$ cat src/rtl/regfile_wr_arbiter.sv
// Round-robin arbiter sharing the register file write port (wa3/wd3/we3)
// among NREQ valid/ready requesters. The winning request is registered and
// presented to the register file one cycle after the handshake. Writes to
// register 0 are dropped (flagged on zero_drop) and committed writes are
// counted with a saturating 16-bit counter.
module regfile_wr_arbiter #(
  parameter int N    = 8,
  parameter int NREQ = 3,
  parameter int AW   = 5
) (
  input  logic                 clk,
  input  logic                 rst,
  input  logic                 stall,
  input  logic [NREQ-1:0]      req_valid,
  input  logic [NREQ*AW-1:0]   req_addr,
  input  logic [NREQ*N-1:0]    req_data,
  output logic [NREQ-1:0]      req_ready,
  output logic [AW-1:0]        wa3,
  output logic [N-1:0]         wd3,
  output logic                 we3,
  output logic [1:0]           grant_id,
  output logic                 zero_drop,
  output logic [15:0]          wr_count
);

  // Index of the last granted requester; the scan starts just after it.
  logic [1:0]      r_ptr;

  logic [AW-1:0]   r_wa3_p0;
  logic [N-1:0]    r_wd3_p0;
  logic            r_we3_p0;
  logic [1:0]      r_gid_p0;
  logic            r_zd_p0;
  logic [15:0]     r_cnt;

  logic [NREQ-1:0] w_ready;
  logic            w_found;
  logic [1:0]      w_gnt;
  logic [1:0]      w_idx;
  logic [AW-1:0]   w_addr;
  logic [N-1:0]    w_data;

  // Requester index reached k steps after pointer p, wrapping at NREQ.
  function automatic logic [1:0] rr_idx(input logic [1:0] p, input int k);
    int s;
    s = (int'(p) + k) % NREQ;
    return s[1:0];
  endfunction

  // Counter increment that sticks at all-ones instead of wrapping.
  function automatic logic [15:0] sat_inc(input logic [15:0] v);
    return (v == 16'hFFFF) ? v : v + 16'd1;
  endfunction

  // Rotating-priority scan: first valid requester after the pointer wins.
  always_comb begin
    w_ready = '0;
    w_found = 1'b0;
    w_gnt   = '0;
    w_idx   = '0;
    if (rst && !stall) begin
      for (int k = 1; k <= NREQ; k++) begin
        w_idx = rr_idx(r_ptr, k);
        if (!w_found && req_valid[w_idx]) begin
          w_found        = 1'b1;
          w_gnt          = w_idx;
          w_ready[w_idx] = 1'b1;
        end
      end
    end
  end

  // Select the winning requester's address and data for the write stage.
  always_comb begin
    w_addr = req_addr[int'(w_gnt)*AW +: AW];
    w_data = req_data[int'(w_gnt)*N +: N];
  end

  assign req_ready = w_ready;

  // ---- stage p0: registered write port, pointer and commit counter ----
  // Capture the accepted request; idle cycles clear the strobes only.
  always_ff @(posedge clk) begin
    if (!rst) begin
      r_ptr    <= 2'(NREQ - 1);
      r_we3_p0 <= 1'b0;
      r_wa3_p0 <= '0;
      r_wd3_p0 <= '0;
      r_gid_p0 <= '0;
      r_zd_p0  <= 1'b0;
      r_cnt    <= '0;
    end else if (w_found) begin
      r_ptr    <= w_gnt;
      r_wa3_p0 <= w_addr;
      r_wd3_p0 <= w_data;
      r_gid_p0 <= w_gnt;
      if (w_addr != '0) begin
        r_we3_p0 <= 1'b1;
        r_zd_p0  <= 1'b0;
        r_cnt    <= sat_inc(r_cnt);
      end else begin
        r_we3_p0 <= 1'b0;
        r_zd_p0  <= 1'b1;
      end
    end else begin
      r_we3_p0 <= 1'b0;
      r_zd_p0  <= 1'b0;
    end
  end

  assign wa3       = r_wa3_p0;
  assign wd3       = r_wd3_p0;
  assign we3       = r_we3_p0;
  assign grant_id  = r_gid_p0;
  assign zero_drop = r_zd_p0;
  assign wr_count  = r_cnt;

endmodule

$ cat config.mk
export PLATFORM = sky130hd
export DESIGN_NAME = regfile_wr_arbiter
export DESIGN_NICKNAME = d
export VERILOG_FILES = /design/src/rtl/regfile_wr_arbiter.sv
export SDC_FILE = /design/constraint.sdc
export NUM_CORES = 1
export LEC_CHECK = 0
export ABC_AREA = 1
export BUFFER_PORTS_ARGS = -buffer_cell sky130_fd_sc_hd__clkbuf_2
export CAP_MARGIN = 20
export CORE_MARGIN = 1
export CORE_UTILIZATION = 40
export DETAILED_ROUTE_END_ITERATION = 6
export PLACE_DENSITY_LB_ADDON = 0.3
export SLEW_MARGIN = 15
export SYNTH_ARGS = -nofsm -noshare
export SYNTH_HDL_FRONTEND = slang
export SYNTH_SLANG_ARGS = --single-unit
$ cat constraint.sdc
create_clock -name clk -period 6.3 [get_ports clk]
set_clock_uncertainty 0.1 [all_clocks]
set_input_delay 0.63 -clock clk [delete_from_list [all_inputs] [get_ports clk]]
set_output_delay 0.63 -clock clk [all_outputs]
set_load 0.02 [all_outputs]
==> results by group, run 1 <==
Status
  • Status: finished clean

STA
  • Fmax achieved: 0.299 GHz
  • Worst setup margin: 2.95 ns
  • Min cycle time layout: 3.35 ns
  • Final Hold Fails: 0
  • Setup violations, final: 0
  • Worst Tran Pin Value: 0.622 ns
  • Post-route setup TNS: 0 ns
  • Max_slew headroom: 0.584
  • Final period util: 0.531
  • RSZ-0062 raised after global routing: false
  • Final Max Tran Viols: 0

GRT
  • Largest net degree at the start of global routing: 33
  • Initial antenna violation count: 0
  • Global route total overflow: 0
  • Total Routing Usage GR: 0.193
  • Vias in the first global route: 2025
  • First-pass GRT wire length: 8380 um

Clocking
  • Post-CTS sizing: 0
  • CTS tree: yes
  • Sink Count: 34
  • Post-CTS setup buffer count: 0
  • Hold-fix buffers at CTS: 0
  • CTS Buf Count: 5
  • Clock tree buffer depth: 2
  • Clock-pin slew on the worst setup and hold paths: 0.06 ns
  • Clk_lat worst skew: 0.28 ns
  • Root Buffer: clkbuf_8
  • Htree depth: 2

Yosys
  • #FFs+latches synth: 34
  • Cell variety after synth: 31
  • Synth Net Count: 374
  • Synth Cell Area: 2130 um2
  • Share of the yosys chip area belonging to registers: 0.320
  • Cells after synthesis: 324
  • Syn Area/Cell: 6.57 um2
  • Yosys warning total: 0

Critical path
  • Kind of critical path: in2reg
  • CP Data Arrival Time: 3.42 ns
  • WP buf/inv: 4
  • Slowest Stage Delay on Critical Path: 0.44 ns
  • Top cell by count, worst path: nand2_1
  • CP max-delay cell: nand2_1
  • CP startpoint kind: input port
  • Delay-heaviest family, CP: simple AND/OR/NAND/NOR gates
  • WP data required: 6.37 ns
  • Worst setup EP type: flip-flop
  • Crit-path cells: clkbuf_2 > inv_1 > nor2_4 > nand2_1 > inv_2 > nand2_1 > nor2_1 > nand2_1 > inv_2 > nand3_1 > nor2_1 > nand3_1 > nand2_1 > nor2_1
  • Crit path max fanout: 28

Placed design
  • Setup slack after placement: 2.65 ns
  • Gpl congestion: 0.802
  • IO buf count: 80
  • HPWL after DPL: 3890 um
  • Post-DP Area: 2520 um2

Die
  • Core area: 5110 um2
  • Row Count: 26
  • Initial core utilization: 0.417
  • Die Area: 5620 um2
  • Die H: 75.0 um
  • Die width: 75.0 um
  • Ports: 81

Detailed routing
  • Uppermost routed layer: met4
  • Vias: 2311
  • Drt first pass iters: 4
  • DRT iter0 DRCs: 140
  • Vias per inst: 4.94
  • DRC errors left: 0
  • Routed length on met1: 2390 um
  • Post-DRT Antenna Nets: 0
  • WL met2: 2300 um
  • DRT Wirelength: 5060 um
  • Drt wl/cell: 10.8 um
  • Met3 Wirelength: 333 um

Pwr
  • PD cells: 339 nW/um2
  • Peak supply drop: 0.000182 V
  • Tot Pwr: 885 uW
  • Pleak: 1.31 nW

Layout
  • # diodes: 0
  • Area of the multi-input gates: 1220 um2
  • Area growth, synth to finish: 22.7%
  • Post-route cell area: 2610 um2
  • Post-layout nets: 447
  • Reg area: 681 um2
  • Layout fillers: 545
  • Layout cells sized above 1: 0.281

Flow run
  • Maxcap violations: 0

Min path
  • Type of the worst min-delay path: reg2reg
-- through the flow --
step | util | instances | hold WS (ns)
after floorplan | - | 324 | 0.413
after global placement | 0.494 | 460 | 0.363
after detailed placement | 0.494 | 460 | 0.377
after CTS | 0.512 | 468 | 0.385
after global routing | 0.512 | 468 | 0.405
final | 0.512 | 468 | 0.388
-- worst min-delay path: cells and delay by family, from the launching register on --
family | cells | cell delay (ns)
flip-flops | 1 | 0.32
AND/OR/NAND/NOR | 1 | 0.06
AO/OA/AOI/OAI | 1 | 0.06
-- state kept, by name, indices dropped and copies added, names as in the netlist --
name       cells
wr_count      16
wd3            8
wa3            5
r_ptr          2
grant_id       1
we3            1
zero_drop      1
-- area by class of cell --
type	instances	area share
Inverter	36	0.0517
Timing Repair Buffer	80	0.153
Sequential cell	34	0.261
Clock inverter	1	0.00192
Tap cell	70	0.0335
Multi-Input combinational cell	240	0.466
Clock buffer	7	0.0330
-- final timing paths --
kind | startpoint | to | slack [ns] | cells past startpoint
worst max-delay path | rst | wr_count[13] | 2.95 | 14
worst max register to register | r_ptr[0] | wr_count[13] | 2.97 | 17
worst min register to register | grant_id[1] | grant_id[1] | 0.39 | 2
worst min-delay path | grant_id[1] | grant_id[1] | 0.39 | 2
-- layer usage --
metal,vias up,track usage
met5,-,0
li1,1212,-
met4,0,0.0650
met1,1021,0.243
met3,4,0.0522
met2,74,0.318
-- cells by family (layout without fill, tap and decap cells) --
logic type      count (synthesis)  count (layout)  share of synthesized area
compound gates                 48              48                      0.123
flops                          34              34                      0.320
buf+inv                        50             124                      0.109
simple gates                  187             187                      0.419
fa+ha+maj                       5               5                     0.0294
-- cell usage in the layout (no fill, tap or decap), types with 2 or more instances in the layout --
| master | Yosys | final |
|---|---|---|
| nand3b_1 | 2 | 2 |
| nand3_4 | 2 | 2 |
| nand2_1 | 60 | 60 |
| a31oi_1 | 6 | 6 |
| nand2_2 | 5 | 5 |
| nand2_4 | 2 | 2 |
| nor2_1 | 44 | 44 |
| nor3_1 | 14 | 14 |
| nor2_2 | 2 | 2 |
| clkbuf_2 | 0 | 80 |
| o21ai_0 | 14 | 14 |
| clkbuf_8 | 0 | 6 |
| a21oi_1 | 23 | 23 |
| nand3_2 | 2 | 2 |
| nand4_1 | 4 | 4 |
| ha_1 | 5 | 5 |
| nor2_4 | 2 | 2 |
| dfxtp_1 | 34 | 34 |
| nand3_1 | 46 | 46 |
| inv_1 | 28 | 28 |
| inv_2 | 7 | 7 |
-- Yosys cell counts, drive strengths merged --
master | instances | area [um2]
a21oi | 23 | 115
nor2 | 48 | 200
ha | 5 | 62.6
nand3 | 50 | 285
o211ai | 1 | 12.5
nand3b | 3 | 26.3
nand2 | 67 | 279
buf | 11 | 85.1
dfxtp | 34 | 681
a31oi | 6 | 37.5
o21ai | 16 | 83.8
clkbuf | 3 | 11.3
o22ai | 1 | 6.26
inv | 35 | 131
o31ai | 1 | 7.51
nand4 | 4 | 25.0
clkinv | 1 | 3.75
nor3 | 14 | 70.1
and3 | 1 | 6.26
-- report_power, final --
group | internal (mW) | total [mW] | switching (mW)
Sequential | 0.256 | 0.283 | 0.0271
Combinational | 0.143 | 0.439 | 0.296
Clock | 0.0881 | 0.163 | 0.0751
Note: power is estimated with default switching activity, not from simulation.
==> inputs of run 2 (changes only) <==
- clock period: 6.3 -> 3.1 ns (I/O delays scaled with it)
==> run 2 against run 1 <==
- design area rose by 3.8%
- count of clock-buffer cells in the layout fell by 1
- largest cell class unchanged
- worst hold slack got worse by 0.19 ns
- critical endpoint is now wr_count[5]
- core utilization rose by 2.0 points
- clock power rose to 2.5 times the previous value
- power rose by 120%
- first-iteration DRC count fell by 35%
==> results by group, run 2 (synthesized netlist as in run 1, its figures left out) <==
Clocking
  • Clk_lat worst skew: 0.28 ns (about the same)
  • Clock tree buffer depth: 2 (unchanged)
  • Post-CTS sizing: 0 (unchanged)
  • Hold-fix buffers at CTS: 0 (unchanged)
  • Sink Count: 34 (unchanged)
  • Clock-pin slew on the worst setup and hold paths: 0.07 ns (was 0.06 ns)
  • CTS tree: yes (unchanged)
  • Htree depth: 2 (unchanged)
  • Post-CTS setup buffer count: 0 (unchanged)
  • Root Buffer: clkbuf_8 (unchanged)
  • CTS Buf Count: 5 (unchanged)

Placed design
  • Post-DP Area: 2550 um2 (was 2520 um2)
  • IO buf count: 80 (unchanged)
  • HPWL after DPL: 3820 um (was 3890 um)
  • Gpl congestion: 0.844 (was 0.802)

STA
  • Worst Tran Pin Value: 0.475 ns (was 0.622 ns)
  • Min cycle time layout: 2.89 ns
  • Final period util: 0.932
  • Fmax achieved: 0.346 GHz
  • Setup violations, final: 0 (unchanged)
  • Final Hold Fails: 0 (unchanged)
  • Max_slew headroom: 0.682 (was 0.584)
  • Final Max Tran Viols: 0 (unchanged)
  • Hold slack: 0.195 ns (was 0.388 ns)

Detailed routing
  • Post-DRT Antenna Nets: 0 (unchanged)
  • Vias per inst: 4.96 (was 4.94)
  • DRC errors left: 0 (unchanged)
  • Drt wl/cell: 11.1 um (was 10.8 um)
  • Drt first pass iters: 4 (unchanged)
  • DRT iter0 DRCs: 91 (was 140)
  • DRT Wirelength: 5240 um (was 5060 um)
  • Vias: 2346 (was 2311)

Critical path
  • CP max-delay cell: ha_2 (was nand2_1)
  • Crit-path cells: inv_1 > ha_2 > inv_2 > nand2_1 > nand3_2 > nand2_4 > nand2_1 > nand2_1 > nand2_1 > nand2_2 > nand2_4 > buf_4 > nand2_1 > nand2_1 > o211ai_2 > nand3_4 > a21oi_1 > nor2_1 (was clkbuf_2 > inv_1 > nor2_4 > nand2_1 > inv_2 > nand2_1 > nor2_1 > nand2_1 > inv_2 > nand3_1 > nor2_1 > nand3_1 > nand2_1 > nor2_1)
  • CP startpoint kind: flip-flop (was input port)
  • WP data required: 3.18 ns (was 6.37 ns)
  • Delay-heaviest family, CP: simple AND/OR/NAND/NOR gates (unchanged)
  • WP buf/inv: 3 (was 4)
  • Kind of critical path: reg2reg (was in2reg)
  • CP Data Arrival Time: 2.96 ns (was 3.42 ns)
  • Crit path max fanout: 16 (was 28)
  • Top cell by count, worst path: nand2_1 (unchanged)
  • Worst setup EP type: flip-flop (unchanged)
  • Slowest Stage Delay on Critical Path: 0.42 ns (was 0.44 ns)

Layout
  • Layout cells sized above 1: 0.298 (was 0.281)
  • # diodes: 0 (unchanged)
  • Post-route cell area: 2710 um2 (was 2610 um2)
  • Max reg flops: 16 (unchanged)
  • Commonest non-fill, non-tap cells in the layout: clkbuf_2, nand2_1, nand3_1 (unchanged)
  • Reg area: 681 um2 (unchanged)
  • Most common cell after layout, fill and taps aside: clkbuf_2 (unchanged)
  • Post-layout nets: 453 (was 447)
  • Area of the multi-input gates: 1260 um2 (was 1220 um2)
  • Area growth, synth to finish: 27.4% (was 22.7%)
  • Layout fillers: 539 (was 545)

Pwr
  • PD cells: 717 nW/um2 (was 339 nW/um2)
  • Peak supply drop: 0.000299 V (was 0.000182 V)
  • Pleak: 1.33 nW (was 1.31 nW)

Die
  • Die Area: 5620 um2 (unchanged)
  • Initial core utilization: 0.417 (unchanged)
  • Row Count: 26 (unchanged)
  • Core area: 5110 um2 (unchanged)
  • Ports: 81 (unchanged)
  • Die H: 75.0 um (unchanged)
  • Die width: 75.0 um (unchanged)

Flow run
  • Maxcap violations: 0 (unchanged)

GRT
  • Initial antenna violation count: 0 (unchanged)
  • First-pass GRT wire length: 8230 um (was 8380 um)
  • Vias in the first global route: 1976 (was 2025)
  • Largest net degree at the start of global routing: 33 (unchanged)
  • Total Routing Usage GR: 0.190 (was 0.193)
  • Global route total overflow: 0 (unchanged)

Min path
  • Type of the worst min-delay path: in2reg (was reg2reg)

Status
  • Status: finished clean (unchanged)
## run 2: cell count changes in the layout (fill, tap and decap cells not counted), sizes merged
cell / change
buf: +4
bufinv: +1
clkbuf: -1
clkinv: -2
clkinvlp: +1
nand3: +2
## run 2: where the power goes
group | switching, mW | internal (mW)
clock | 0.151 | 0.257
combinational | 0.649 | 0.316
sequential | 0.0511 | 0.520
## run 2: routing by layer
| layer | vias to the layer above | global-route usage | part of all wire |
|---|---|---|---|
| met5 | - | 0 | 0 |
| met4 | 0 | 0.0503 | 0.013 |
| met3 | 8 | 0.0736 | 0.088 |
| met2 | 88 | 0.313 | 0.44 |
| met1 | 1016 | 0.232 | 0.46 |
| li1 | 1234 | - | - |
## run 2: cell type report
cell class | count | area share
sequential | 34 | 0.251
inverter | 36 | 0.0521
tap | 70 | 0.0323
multi-input combinational | 242 | 0.464
clock buffer | 6 | 0.0304
clock inverter | 1 | 0.0111
timing repair buffer | 84 | 0.159
## run 2: path summary, 6_finish.rpt
| path | from | to | slack [ns] | cells past startpoint |
|---|---|---|---|---|
| hold reg to reg | grant_id[1] | grant_id[1] | 0.38 | 2 |
| setup reg to reg | r_ptr[0] | wr_count[5] | 0.21 | 18 |
| hold / removal | req_addr[11] | wa3[1] | 0.19 | 3 |
| setup / recovery | r_ptr[0] | wr_count[5] | 0.21 | 18 |
## run 2: worst reg2reg max path, cell delays in order (launching register included)
cell and delay, ns:
dfxtp_1 0.37, inv_1 0.10, ha_2 0.42, inv_2 0.06
nand2_1 0.08, nand3_2 0.08, nand2_4 0.10, nand2_1 0.08
nand2_1 0.06, nand2_1 0.06, nand2_2 0.12, nand2_4 0.11
buf_4 0.20, nand2_1 0.07, nand2_1 0.06, o211ai_2 0.19
nand3_4 0.26, a21oi_1 0.21, nor2_1 0.07
## run 2: per-stage QoR
step | power [mW] | util | TNS (ns) | worst slack [ns] | cells
5_1_grt | 2.10 | 0.531 | -0.00721 | -0.00721 | 473
3_3_place_gp | 1.48 | 0.500 | 0 | 0.214 | 464
6_report | 1.94 | 0.531 | 0 | 0.212 | 473
2_1_floorplan | 1.29 | - | 0 | 0.545 | 324
3_5_place_dp | 1.49 | 0.500 | 0 | 0.0878 | 464
4_1_cts | 1.90 | 0.522 | 0 | 0.0717 | 471
